### config.mk
export PLATFORM = sky130hd
export DESIGN_NAME = axis_packet_fifo
export DESIGN_NICKNAME = d
export VERILOG_FILES = /design/src/rtl/axis_packet_fifo.sv
export SDC_FILE = /design/constraint.sdc
export NUM_CORES = 1
export LEC_CHECK = 0
export CAP_MARGIN = 20
export CORE_ASPECT_RATIO = 1.75
export CORE_MARGIN = 2
export CORE_UTILIZATION = 45
export CTS_BUF_LIST = sky130_fd_sc_hd__clkbuf_4 sky130_fd_sc_hd__clkbuf_8
export CTS_CLUSTER_SIZE = 28
export DETAILED_ROUTE_END_ITERATION = 7
export DONT_BUFFER_PORTS = 1
export PLACE_DENSITY_LB_ADDON = 0.1
export SYNTH_ARGS = -nofsm -noshare
export SYNTH_HDL_FRONTEND = slang
export SYNTH_SLANG_ARGS = --single-unit
### constraint.sdc
create_clock -name axis_aclk -period 5.8 [get_ports axis_aclk]
set_input_delay 1.16 -clock axis_aclk [delete_from_list [all_inputs] [get_ports axis_aclk]]
set_output_delay 1.16 -clock axis_aclk [all_outputs]
set_load 0.01 [all_outputs]
### src/rtl/axis_packet_fifo.sv
// -----------------------------------------------------------------------------
// axis_packet_fifo
//
// Single-clock AXI-Stream packet buffer. Words (tdata, tstrb, tlast) go into a
// DEPTH-entry circular buffer. There are two release modes:
//   - cut-through (STORE_AND_FORWARD=0): a word is offered downstream as soon
//     as it is stored.
//   - store-and-forward (STORE_AND_FORWARD=1): a word is offered only when at
//     least one complete packet (a stored tlast word) is waiting. If the
//     buffer fills before any tlast arrives, the packet can never complete.
//     In that case a bypass drains it in cut-through fashion until its tlast
//     word is read, and the sticky oversize flag is raised.
//
// Ports:
//   axis_aclk        clock for all logic
//   axis_areset      synchronous active-high reset
//   s01_axis_*       upstream slave stream (tdata, tstrb, tvalid, tlast, tready)
//   m01_axis_*       downstream master stream (tdata, tstrb, tvalid, tlast, tready)
//   occupancy        number of words currently stored
//   pkt_count        number of stored tlast words not yet read out
//   oversize         sticky: a store-and-forward packet exceeded DEPTH words
// -----------------------------------------------------------------------------
module axis_packet_fifo #(
    parameter int DATA_WIDTH        = 32,
    parameter int DEPTH             = 16,
    parameter bit STORE_AND_FORWARD = 1'b1
) (
    input  logic                    axis_aclk,
    input  logic                    axis_areset,
    input  logic [DATA_WIDTH-1:0]   s01_axis_tdata,
    input  logic [DATA_WIDTH/8-1:0] s01_axis_tstrb,
    input  logic                    s01_axis_tvalid,
    input  logic                    s01_axis_tlast,
    output logic                    s01_axis_tready,
    output logic [DATA_WIDTH-1:0]   m01_axis_tdata,
    output logic [DATA_WIDTH/8-1:0] m01_axis_tstrb,
    output logic                    m01_axis_tvalid,
    output logic                    m01_axis_tlast,
    input  logic                    m01_axis_tready,
    output logic [$clog2(DEPTH):0]  occupancy,
    output logic [$clog2(DEPTH):0]  pkt_count,
    output logic                    oversize
);

    localparam int              AW         = $clog2(DEPTH);
    localparam int              SW         = DATA_WIDTH / 8;
    localparam logic [AW:0]     FULL_LEVEL = (AW + 1)'(DEPTH);
    localparam logic [AW:0]     CNT_ONE    = (AW + 1)'(1);
    localparam logic [AW-1:0]   PTR_ONE    = AW'(1);

    // Storage array
    logic [DATA_WIDTH-1:0] data_mem_q [DEPTH];
    logic [SW-1:0]         strb_mem_q [DEPTH];
    logic                  last_mem_q [DEPTH];

    // Control state
    logic [AW-1:0] wr_ptr_q, wr_ptr_d;
    logic [AW-1:0] rd_ptr_q, rd_ptr_d;
    logic [AW:0]   occ_q,    occ_d;
    logic [AW:0]   pkt_q,    pkt_d;
    logic          bypass_q, bypass_d;
    logic          oversize_q, oversize_d;

    logic wr_en;
    logic rd_en;
    logic wr_last;
    logic rd_last;
    logic release_ok;

    // -------------------------------------------------------------------------
    // Handshake and output datapath. Everything here comes from registered
    // state (plus reset), so a word that is on offer cannot change or be
    // withdrawn until it is consumed.
    // -------------------------------------------------------------------------
    // NOTE: every signal assigned in an always_comb gets a default at the top;
    // a path that leaves one unassigned would infer a latch.
    always_comb begin
        s01_axis_tready = !axis_areset && (occ_q != FULL_LEVEL);

        // Store-and-forward holds words back until a full packet is present,
        // unless the bypass is draining a packet that could never fit.
        release_ok      = STORE_AND_FORWARD ? ((pkt_q != '0) || bypass_q) : 1'b1;
        m01_axis_tvalid = !axis_areset && (occ_q != '0) && release_ok;

        m01_axis_tdata = '0;
        m01_axis_tstrb = '0;
        m01_axis_tlast = 1'b0;
        if (m01_axis_tvalid) begin
            m01_axis_tdata = data_mem_q[rd_ptr_q];
            m01_axis_tstrb = strb_mem_q[rd_ptr_q];
            m01_axis_tlast = last_mem_q[rd_ptr_q];
        end
    end

    assign wr_en   = s01_axis_tvalid && s01_axis_tready;
    assign rd_en   = m01_axis_tvalid && m01_axis_tready;
    assign wr_last = wr_en && s01_axis_tlast;
    assign rd_last = rd_en && m01_axis_tlast;

    assign occupancy = occ_q;
    assign pkt_count = pkt_q;
    assign oversize  = oversize_q;

    // -------------------------------------------------------------------------
    // Next-state logic
    // -------------------------------------------------------------------------
    always_comb begin
        wr_ptr_d   = wr_ptr_q;
        rd_ptr_d   = rd_ptr_q;
        occ_d      = occ_q;
        pkt_d      = pkt_q;
        bypass_d   = bypass_q;
        oversize_d = oversize_q;

        // Pointers wrap on their own; full/empty come from occ_q instead.
        if (wr_en) wr_ptr_d = wr_ptr_q + PTR_ONE;
        if (rd_en) rd_ptr_d = rd_ptr_q + PTR_ONE;

        if (wr_en && !rd_en)      occ_d = occ_q + CNT_ONE;
        else if (rd_en && !wr_en) occ_d = occ_q - CNT_ONE;

        if (wr_last && !rd_last)      pkt_d = pkt_q + CNT_ONE;
        else if (rd_last && !wr_last) pkt_d = pkt_q - CNT_ONE;

        // Full with no complete packet would deadlock store-and-forward.
        // The set and clear conditions are mutually exclusive: a tlast
        // read needs pkt_q != 0.
        if (STORE_AND_FORWARD && (occ_q == FULL_LEVEL) && (pkt_q == '0)) begin
            bypass_d   = 1'b1;
            oversize_d = 1'b1;
        end
        if (rd_last) bypass_d = 1'b0;
    end

    // -------------------------------------------------------------------------
    // Control registers
    // -------------------------------------------------------------------------
    // NOTE: sequential state uses non-blocking assignments only, so every
    // register samples the pre-edge values of its neighbours.
    always_ff @(posedge axis_aclk) begin
        if (axis_areset) begin
            wr_ptr_q   <= '0;
            rd_ptr_q   <= '0;
            occ_q      <= '0;
            pkt_q      <= '0;
            bypass_q   <= 1'b0;
            oversize_q <= 1'b0;
        end else begin
            wr_ptr_q   <= wr_ptr_d;
            rd_ptr_q   <= rd_ptr_d;
            occ_q      <= occ_d;
            pkt_q      <= pkt_d;
            bypass_q   <= bypass_d;
            oversize_q <= oversize_d;
        end
    end

    // NOTE: the storage array has no reset. Stale entries are never visible:
    // the output is gated by tvalid, which depends on occupancy, and
    // occupancy is reset.
    always_ff @(posedge axis_aclk) begin
        if (wr_en) begin
            data_mem_q[wr_ptr_q] <= s01_axis_tdata;
            strb_mem_q[wr_ptr_q] <= s01_axis_tstrb;
            last_mem_q[wr_ptr_q] <= s01_axis_tlast;
        end
    end

endmodule
# Yosys cells after proc, flatten, opt, wreduce, memory -nomap -nowiden
# Memory sizes are Yosys's and may differ from the RTL's. A register that Yosys moved wholly into a read port is not among the register bits.
# Index checks and enable logic that the tools add are counted.
[op_classes] reduce_logical=24 n_eq_ne=2 mux=15 addsub=6
[ops] op="2-to-1 mux 32 bit" n=1
[ops] op="2-to-1 mux 4 bit" n=7
[ops] op="2-to-1 mux 5 bit" n=4
[ops] op="logical AND 1 bit" n=12
[ops] op="adder 5 x 1 -> 5 bit, second input constant" n=2
[ops] op="nonzero test 5 bit" n=2
[ops] op="subtractor 5 x 1 -> 5 bit, second input constant" n=2
[ops] op="adder 4 x 1 -> 4 bit, second input constant" n=2
[ops] op="== test 5 bit, second input constant" n=1
[ops] op="logical NOT 1 bit" n=5
[ops] op="logical NOT 5 bit" n=1
[ops] op="!= test 5 bit, second input constant" n=1
[ops] op="nonzero test 2 bit" n=2
[ops] op="2-to-1 mux 1 bit" n=3
[ops] op="OR reduction 2 bit" n=1
[ops] op="logical OR 1 bit" n=1
[word_totals] in_bits=41 word_cells=56 memories=3 regBits=20 ramBits=592 output_inout_bits=50
[mem_list] memory="data_mem_q" words=16 word_bits=32 read_ports=1 rd_ports_with_merged_regs=1 write_ports=1 line_no="52" rtl="logic [DATA_WIDTH-1:0] data_mem_q [DEPTH];"
[mem_list] memory="strb_mem_q" words=16 word_bits=4 read_ports=1 rd_ports_with_merged_regs=1 write_ports=1 line_no="53" rtl="logic [SW-1:0] strb_mem_q [DEPTH];"
[mem_list] memory="last_mem_q" words=16 word_bits=1 read_ports=1 rd_ports_with_merged_regs=1 write_ports=1 line_no="54" rtl="logic last_mem_q [DEPTH];"

# Depth between registers and ports, before layout
# Gate-level depths: netlist of the first run.
[logic_depth] depth_word=8 mapped_depth=13 mapped_depth_nobuf=12

# Worst setup path after synthesis of the first run
# OpenSTA, ideal clock, no wires.
[synth_timing] path_type="in2reg" startpoint="input axis_areset" endpoint="memory data_mem_q[3][0], enable pin" slack_ps=826 required_ps=5323 arrival_ps=4496 n_path_buf=1 setup_time_ps=477 cell_stages=4 path_cell_list="buf_1 > a211oi_2 > nand2_1 > nor3_1"
[synth_between] elab_chain_len=5
[synth_lines] element="from (decl)" line_no="29" rtl="input logic axis_areset,"
[synth_lines] element="logical NOT 1 bit" line_no="78" rtl="s01_axis_tready = !axis_areset && (occ_q != FULL_LEVEL);"
[synth_lines] element="logical AND 1 bit" line_no="78"
[synth_lines] element="logical AND 1 bit" line_no="95" rtl="assign wr_en = s01_axis_tvalid && s01_axis_tready;"
[synth_lines] element="via wr_en" line_no="64" rtl="logic wr_en;"
[synth_lines] element="2-to-1 mux 1 bit" line_no="162" rtl="if (wr_en) begin"
[synth_lines] element="2-to-1 mux 1 bit (implied by the code)" line_no="163" rtl="data_mem_q[wr_ptr_q] <= s01_axis_tdata;"
[synth_lines] element="to (decl)" line_no="52"
# The timed path passes the listed nets, and every way through them passes these cells.

==> results of run 1 <==
-- critical path, cell delays in order (launching register included) --
cell and delay [ps]:
dfxtp_4 930, buf_12 460, mux4_2 380, mux4_2 530, and2_1 220
-- metal layers --
metal  part of all wire, %  routed length (µm)
met1                    39               20500
met2                    53               28000
met3                   5.4                2820
met4                   2.6                1350
met5                     0                   0
-- path summary, 6_finish.rpt --
check | endpoint | cells after the start
worst max-delay path | m01_axis_tdata[5] | 4
worst min register to register | flip-flop | 1
worst max register to register | pkt_count[4] | 11
worst min-delay path | flip-flop | 1
-- cells in the final DEF, fill, tap and decap left out, types with 2 or more instances in the layout --
cell type and count:
a21o_1 5, a21oi_1 10, and2_1 38, buf_12 13, buf_4 19, bufinv_16 6
clkbuf_4 30, clkbuf_8 94, clkinv_1 16, clkinv_2 15, clkinvlp_4 3, dfxtp_1 20
dfxtp_4 3, edfxtp_1 592, fa_1 2, ha_1 13, inv_1 7, mux2i_1 7
mux4_2 185, nand2_1 8, nand2b_1 4, nand4_1 2, nor2_1 17, nor2_4 13
nor3_2 4, o21ai_0 2, or3_1 2, xnor2_1 8, xor2_1 4
-- flip-flops by register name (all words and copies together), names as in the netlist, named ones only --
signal / flops
strb_mem_q: 64
occupancy: 5
data_mem_q: 512
rd_ptr_q: 4
pkt_count: 5
last_mem_q: 16
wr_ptr_q: 4
bypass_q: 1
oversize: 1
-- logic make-up (layout without fill, tap and decap cells) --
logic type	count (synthesis)	after routing	share of synthesized area (%)
DFF	616	616	76.8
muxes	192	192	17.8
and+or+nand+nor	93	93	2.05
buffers and inverters	60	204	1.47
AOI/OAI and AO/OA	20	20	0.558
adders and majority gates	15	15	0.853
xor gates and xnor gates	12	12	0.442
other	0	1	0
-- metrics by stage --
stage | hold slack, ps | total power [µW] | setup slack (ps)
global route | 474 | 10100 | 1240
global placement | 430 | 6300 | 1950
detailed placement | 450 | 6310 | 1930
floorplan | 428 | 6040 | 826
CTS | 454 | 9890 | 1250
finish | 454 | 9750 | 1380
-- power groups by stage --
stage | logic, µW | clock network, µW | registers, µW
finish | 1100 | 3580 | 5070
global placement | 1130 | 0 | 5170
global route | 1200 | 3860 | 5090
floorplan | 918 | 0 | 5120
CTS | 1140 | 3680 | 5080
detailed placement | 1130 | 0 | 5170
-- layout make-up --
type | count | area [µm²]
antenna | 1 | 2.50
clock buffer | 124 | 1520
clock inverter | 39 | 334
fill | 4126 | 25700
inverter | 9 | 33.8
multi-input combinational | 332 | 5280
sequential | 616 | 18300
tap | 678 | 848
timing repair buffer | 32 | 403
==> results.py, run 1 <==
metrics = {
    "cells_and_area": {
        "drive_gt1_share_pct": 33.9,
        "finalNonFillerCells": 1831,
        "fin_util_pct": 51.0,
        "area.growth.synth_to_final_pct": 12.3,
        "fin_area_mm2": 0.0267,
        "nets": 1137,
    },
    "detailed_routing": {
        "dr.pass1.iters": 4,
        "ant_nets": 0,
        "drt-total-wl_um": 52700,
        "drt-initial-drc-count": 695,
        "drc": 0,
        "viasPerCell": 5.69,
        "avgRoutedWirePerCell_um": 28.8,
        "vias": 10414,
    },
    "hold_path": {
        "hold_class": "reg -> reg",
        "hp-start": "rd_ptr_q[3]",
    },
    "grt": {
        "top_usage_layer": "met2",
        "grtUsageMet3_pct": 4.23,
        "track_usage_pct": 20.0,
        "grt_pass1_vias": 11654,
        "overflow": 0,
        "grt_pass1_wl_um": 77000,
        "antenna_found_initial": 1,
        "grtUsageMet1_pct": 24.6,
        "gr-usage-met2_pct": 35.1,
        "grt_max_degree": 74,
    },
    "sta": {
        "fmax_ghz": 0.226,
        "slew_violations": 0,
        "hold_viol": 0,
        "setup_tns_ps": 0,
        "rsz0062_at_grt": "false",
        "setup-violations-final": 0,
        "tightestPinTransition_ps": 1010,
        "maxSlewHeadroom_pct": 32.4,
        "skew_ps": 23.8,
        "period_minus_slack_ps": 4420,
        "fin_crit_sh_pct": 76.2,
    },
    "logic_synthesis": {
        "synthTopCellsByCount": "592 x edfxtp_1, 185 x mux4_2, 38 x and2_1",
        "synth_most_common_cell": "edfxtp_1",
        "synth_top_area_share_pct": 74.8,
        "synthCells": 1008,
        "syn_area_per_cell_um2": 23.6,
        "ys_top_cells_by_area": "edfxtp_1 75%, mux4_2 18%, dfxtp_1 2.0%, and2_1 1.0%, ha_1 0.68%",
        "yosys.area.top_type": "edfxtp_1",
        "ys_ff_latch": 616,
        "syn-num-nets": 1064,
        "ys_warn_count": 0,
        "syn-cell-area_mm2": 0.0238,
        "synth.distinct_cells": 34,
        "synth.yosys.seq_area_share_pct": 76.8,
        "synth_edf_count": 592,
        "synth_async_sr_flop_share_pct": 0,
        "dominantRegCellSynth": "edfxtp_1",
    },
    "clock_tree": {
        "cts-resized-gates": 0,
        "clockBufferDepth": 3,
        "cts_tree": "yes",
        "clk_pin_slew_worst_paths_ps": 70,
        "htreeDepth": 3,
        "cts.sinks": 616,
        "clock_latency_ps": 660,
        "hold_buffers": 0,
        "post-cts-setup-buffers": 0,
        "cts_root_buf": "clkbuf_8",
        "numCtsBuffers": 90,
    },
    "placement": {
        "port_buffers": 0,
        "dp.cells": 1667,
        "place_area_mm2": 0.0248,
        "place_congestion": 0.691,
        "hpwl_um": 28200,
    },
    "power_and_ir_drop": {
        "switchingPower_uw": 2260,
        "intPower_uw": 7490,
        "combinationalPowerShare_pct": 11.2,
        "power.density_mw_per_mm2": 365,
        "p_leak_uw": 0.00813,
        "vdd_ir_drop_max_mv": 0.243,
        "power.switching_fraction_pct": 23.2,
        "power_frac_clock_pct": 36.7,
        "seqPwrFrac_pct": 52.0,
    },
    "die": {
        "die-area_mm2": 0.0548,
        "die_height_um": 308,
        "io_pins": 91,
        "die-width_um": 178,
        "start_util_pct": 45.4,
        "core-area_mm2": 0.0524,
        "num_rows": 111,
    },
    "run": {
        "drv_cap": 0,
    },
    "setup_path": {
        "start_kind": "flip-flop",
        "r2r_setup_slack_ps": 1950,
        "crit_arrival_ps": 3260,
        "cp.required_ps": 4640,
        "worst-setup-path-type": "reg -> out",
        "endpoint_kind": "output port",
        "critical_path_peak_fanout": 73,
    },
    "run_status": {
        "outcome": "complete, no violations",
    },
}
Note: power is estimated with default switching activity, not from simulation.
==> run 2: changes to the inputs <==
- clock period: 5.8 -> 3.7 ns (I/O delays scaled with it)
==> run 2 against run 1 <==
  * Clock skew barely moved
  * First-iteration DRC count up 7.9%
  * Worst hold slack got worse by 310 ps
  * Flip-flop and latch count unchanged
  * Sequential power grew 56%
  * Clock power is 48% higher
  * Core utilization is 0.18 points higher
  * Final area is 0.36% higher
  * Register-to-register slack worse by 1500 ps
  * Cell count increased by 1.0%
  * Critical endpoint is now m01_axis_tdata[30]
  * Largest cell class unchanged
==> results.py, run 2 (synthesized netlist as in run 1, its figures left out) <==
metrics = {
    "power_and_ir_drop": {
        "power.density_mw_per_mm2": 562,
        "power.total_uw": 15100,
        "p_leak_uw": 0.00817,
        "vdd_ir_drop_max_mv": 0.268,
    },
    "cells_and_area": {
        "final_common_cell": "edfxtp_1",
        "top_register": "data_mem_q",
        "fillers": 4160,
        "mostFrequentLayoutCells": "592 x edfxtp_1, 185 x mux4_2, 93 x clkbuf_8",
        "nets": 1159,
        "top_regs": "data_mem_q (512), strb_mem_q (64), last_mem_q (16)",
        "fin_util_pct": 51.2,
        "area.growth.synth_to_final_pct": 12.7,
        "drive_gt1_share_pct": 34.2,
        "finalNonFillerCells": 1850,
        "largest_register_ffs": 512,
    },
    "placement": {
        "dp.cells": 1685,
        "hpwl_um": 27900,
        "place_congestion": 0.705,
        "port_buffers": 0,
    },
    "clock_tree": {
        "clock_latency_ps": 660,
        "hold_buffers": 0,
        "clockBufferDepth": 3,
        "numCtsBuffers": 91,
        "cts_root_buf": "clkbuf_8",
        "clk_pin_slew_worst_paths_ps": 60,
        "cts_tree": "yes",
        "cts.sinks": 616,
        "htreeDepth": 3,
    },
    "die": {
        "num_rows": 111,
        "io_pins": 91,
        "start_util_pct": 45.4,
        "die_height_um": 308,
        "die-width_um": 178,
        "core-area_mm2": 0.0524,
        "die-area_mm2": 0.0548,
    },
    "detailed_routing": {
        "drc": 0,
        "drt-total-wl_um": 52400,
        "dr.pass1.iters": 4,
        "ant_nets": 0,
        "vias": 10535,
        "viasPerCell": 5.69,
        "avgRoutedWirePerCell_um": 28.3,
        "drt-initial-drc-count": 750,
    },
    "grt": {
        "grt_max_degree": 48,
        "track_usage_pct": 20.0,
        "grt_pass1_wl_um": 77500,
        "antenna_found_initial": 2,
        "overflow": 0,
        "grt_pass1_vias": 11771,
    },
    "setup_path": {
        "slowest_delay_ps": 550,
        "critPathSlowestCell": "mux4_2",
        "endpoint_kind": "output port",
        "start_kind": "flip-flop",
        "path_delay_family": "multiplexers",
        "path_buf_inv": 2,
        "cp.required_ps": 2960,
        "critical_path_peak_fanout": 31,
        "worst-setup-path-type": "reg -> out",
        "crit_arrival_ps": 2740,
        "crit_chain": "buf_12, buf_12, mux4_2, mux4_2, and2_1",
    },
    "sta": {
        "setup_tns_ps": 0,
        "rsz0062_at_grt": "false",
        "skew_ps": 24.2,
        "fin_crit_sh_pct": 94.1,
        "tightestPinTransition_ps": 601,
        "maxSlewHeadroom_pct": 59.9,
        "slew_violations": 0,
        "hold_viol": 0,
        "fmax_ghz": 0.287,
        "period_minus_slack_ps": 3480,
        "setup-violations-final": 0,
    },
    "hold_path": {
        "hold_class": "in -> reg",
    },
    "run_status": {
        "outcome": "complete, no violations",
    },
    "run": {
        "drv_cap": 0,
    },
}
-- run 2: cell count changes in the layout (fill, tap and decap cells not counted), sizes merged --
cell	before	now
buf	32	53
bufinv	6	2
clkinv	31	33
inv	8	10
clkbuf	124	123
clkinvlp	3	2
-- run 2: worst paths after layout --
| kind | cells past startpoint | to | slack [ps] | from |
|---|---|---|---|---|
| worst min-delay path | 1 | oversize | 140 | axis_areset |
| worst min register to register | 1 | flip-flop | 450 | rd_ptr_q[3] |
| worst max-delay path | 5 | m01_axis_tdata[30] | 220 | flip-flop |
| worst max register to register | 12 | occupancy[4] | 460 | pkt_count[0] |
-- run 2: through the flow --
step / instance area, µm² / setup WS (ps) / hold slack (ps)
after detailed placement: 25000 / 415 / 442
final: 26800 / 218 / 142
after global placement: 25000 / 462 / 435
after global routing: 26800 / 65.8 / 110
after CTS: 26800 / 83.9 / 77.9
after floorplan: 23800 / 135 / 428
-- run 2: final cells by class --
class	count	area, µm²	area share, %
diodes	1	2.50	0.00934
repair buffers	53	593	2.21
clock inverters	38	229	0.855
clock buffers	123	1510	5.62
well taps	678	848	3.17
flip-flops and latches	616	18300	68.2
inverters	9	33.8	0.126
multi-input cells	332	5310	19.8
-- run 2: worst register-to-register path: cells and delay by family (launching register included) --
family	cells	cell delay, ps
AOI/OAI and AO/OA	3	500
xor gates and xnor gates	1	90
adders and majority gates	2	590
buffers and inverters	2	190
DFF	1	400
and+or+nand+nor	4	1430
-- run 2: where the power goes --
group	internal, µW	switching (µW)
clock	2780	2520
combinational	947	909
sequential	7790	113
-- run 2: metal layers --
| metal | up-vias | track usage (%) | part of all wire (%) |
|---|---|---|---|
| met1 | 5760 | 25.7 | 40 |
| met3 | 86 | 3.66 | 4.5 |
| met4 | 0 | 6.46 | 2.2 |
| li1 | 4450 | - | - |
| met5 | - | 0 | 0 |
| met2 | 239 | 34.5 | 53 |
-- run 2: what timing repair did --
item / in CTS / in global routing
buffers inserted: 3 / 0
endpoints found under the hold margin: 0 / 0
resized for setup: 2 / 0
setup endpoints to repair: 27 / 0
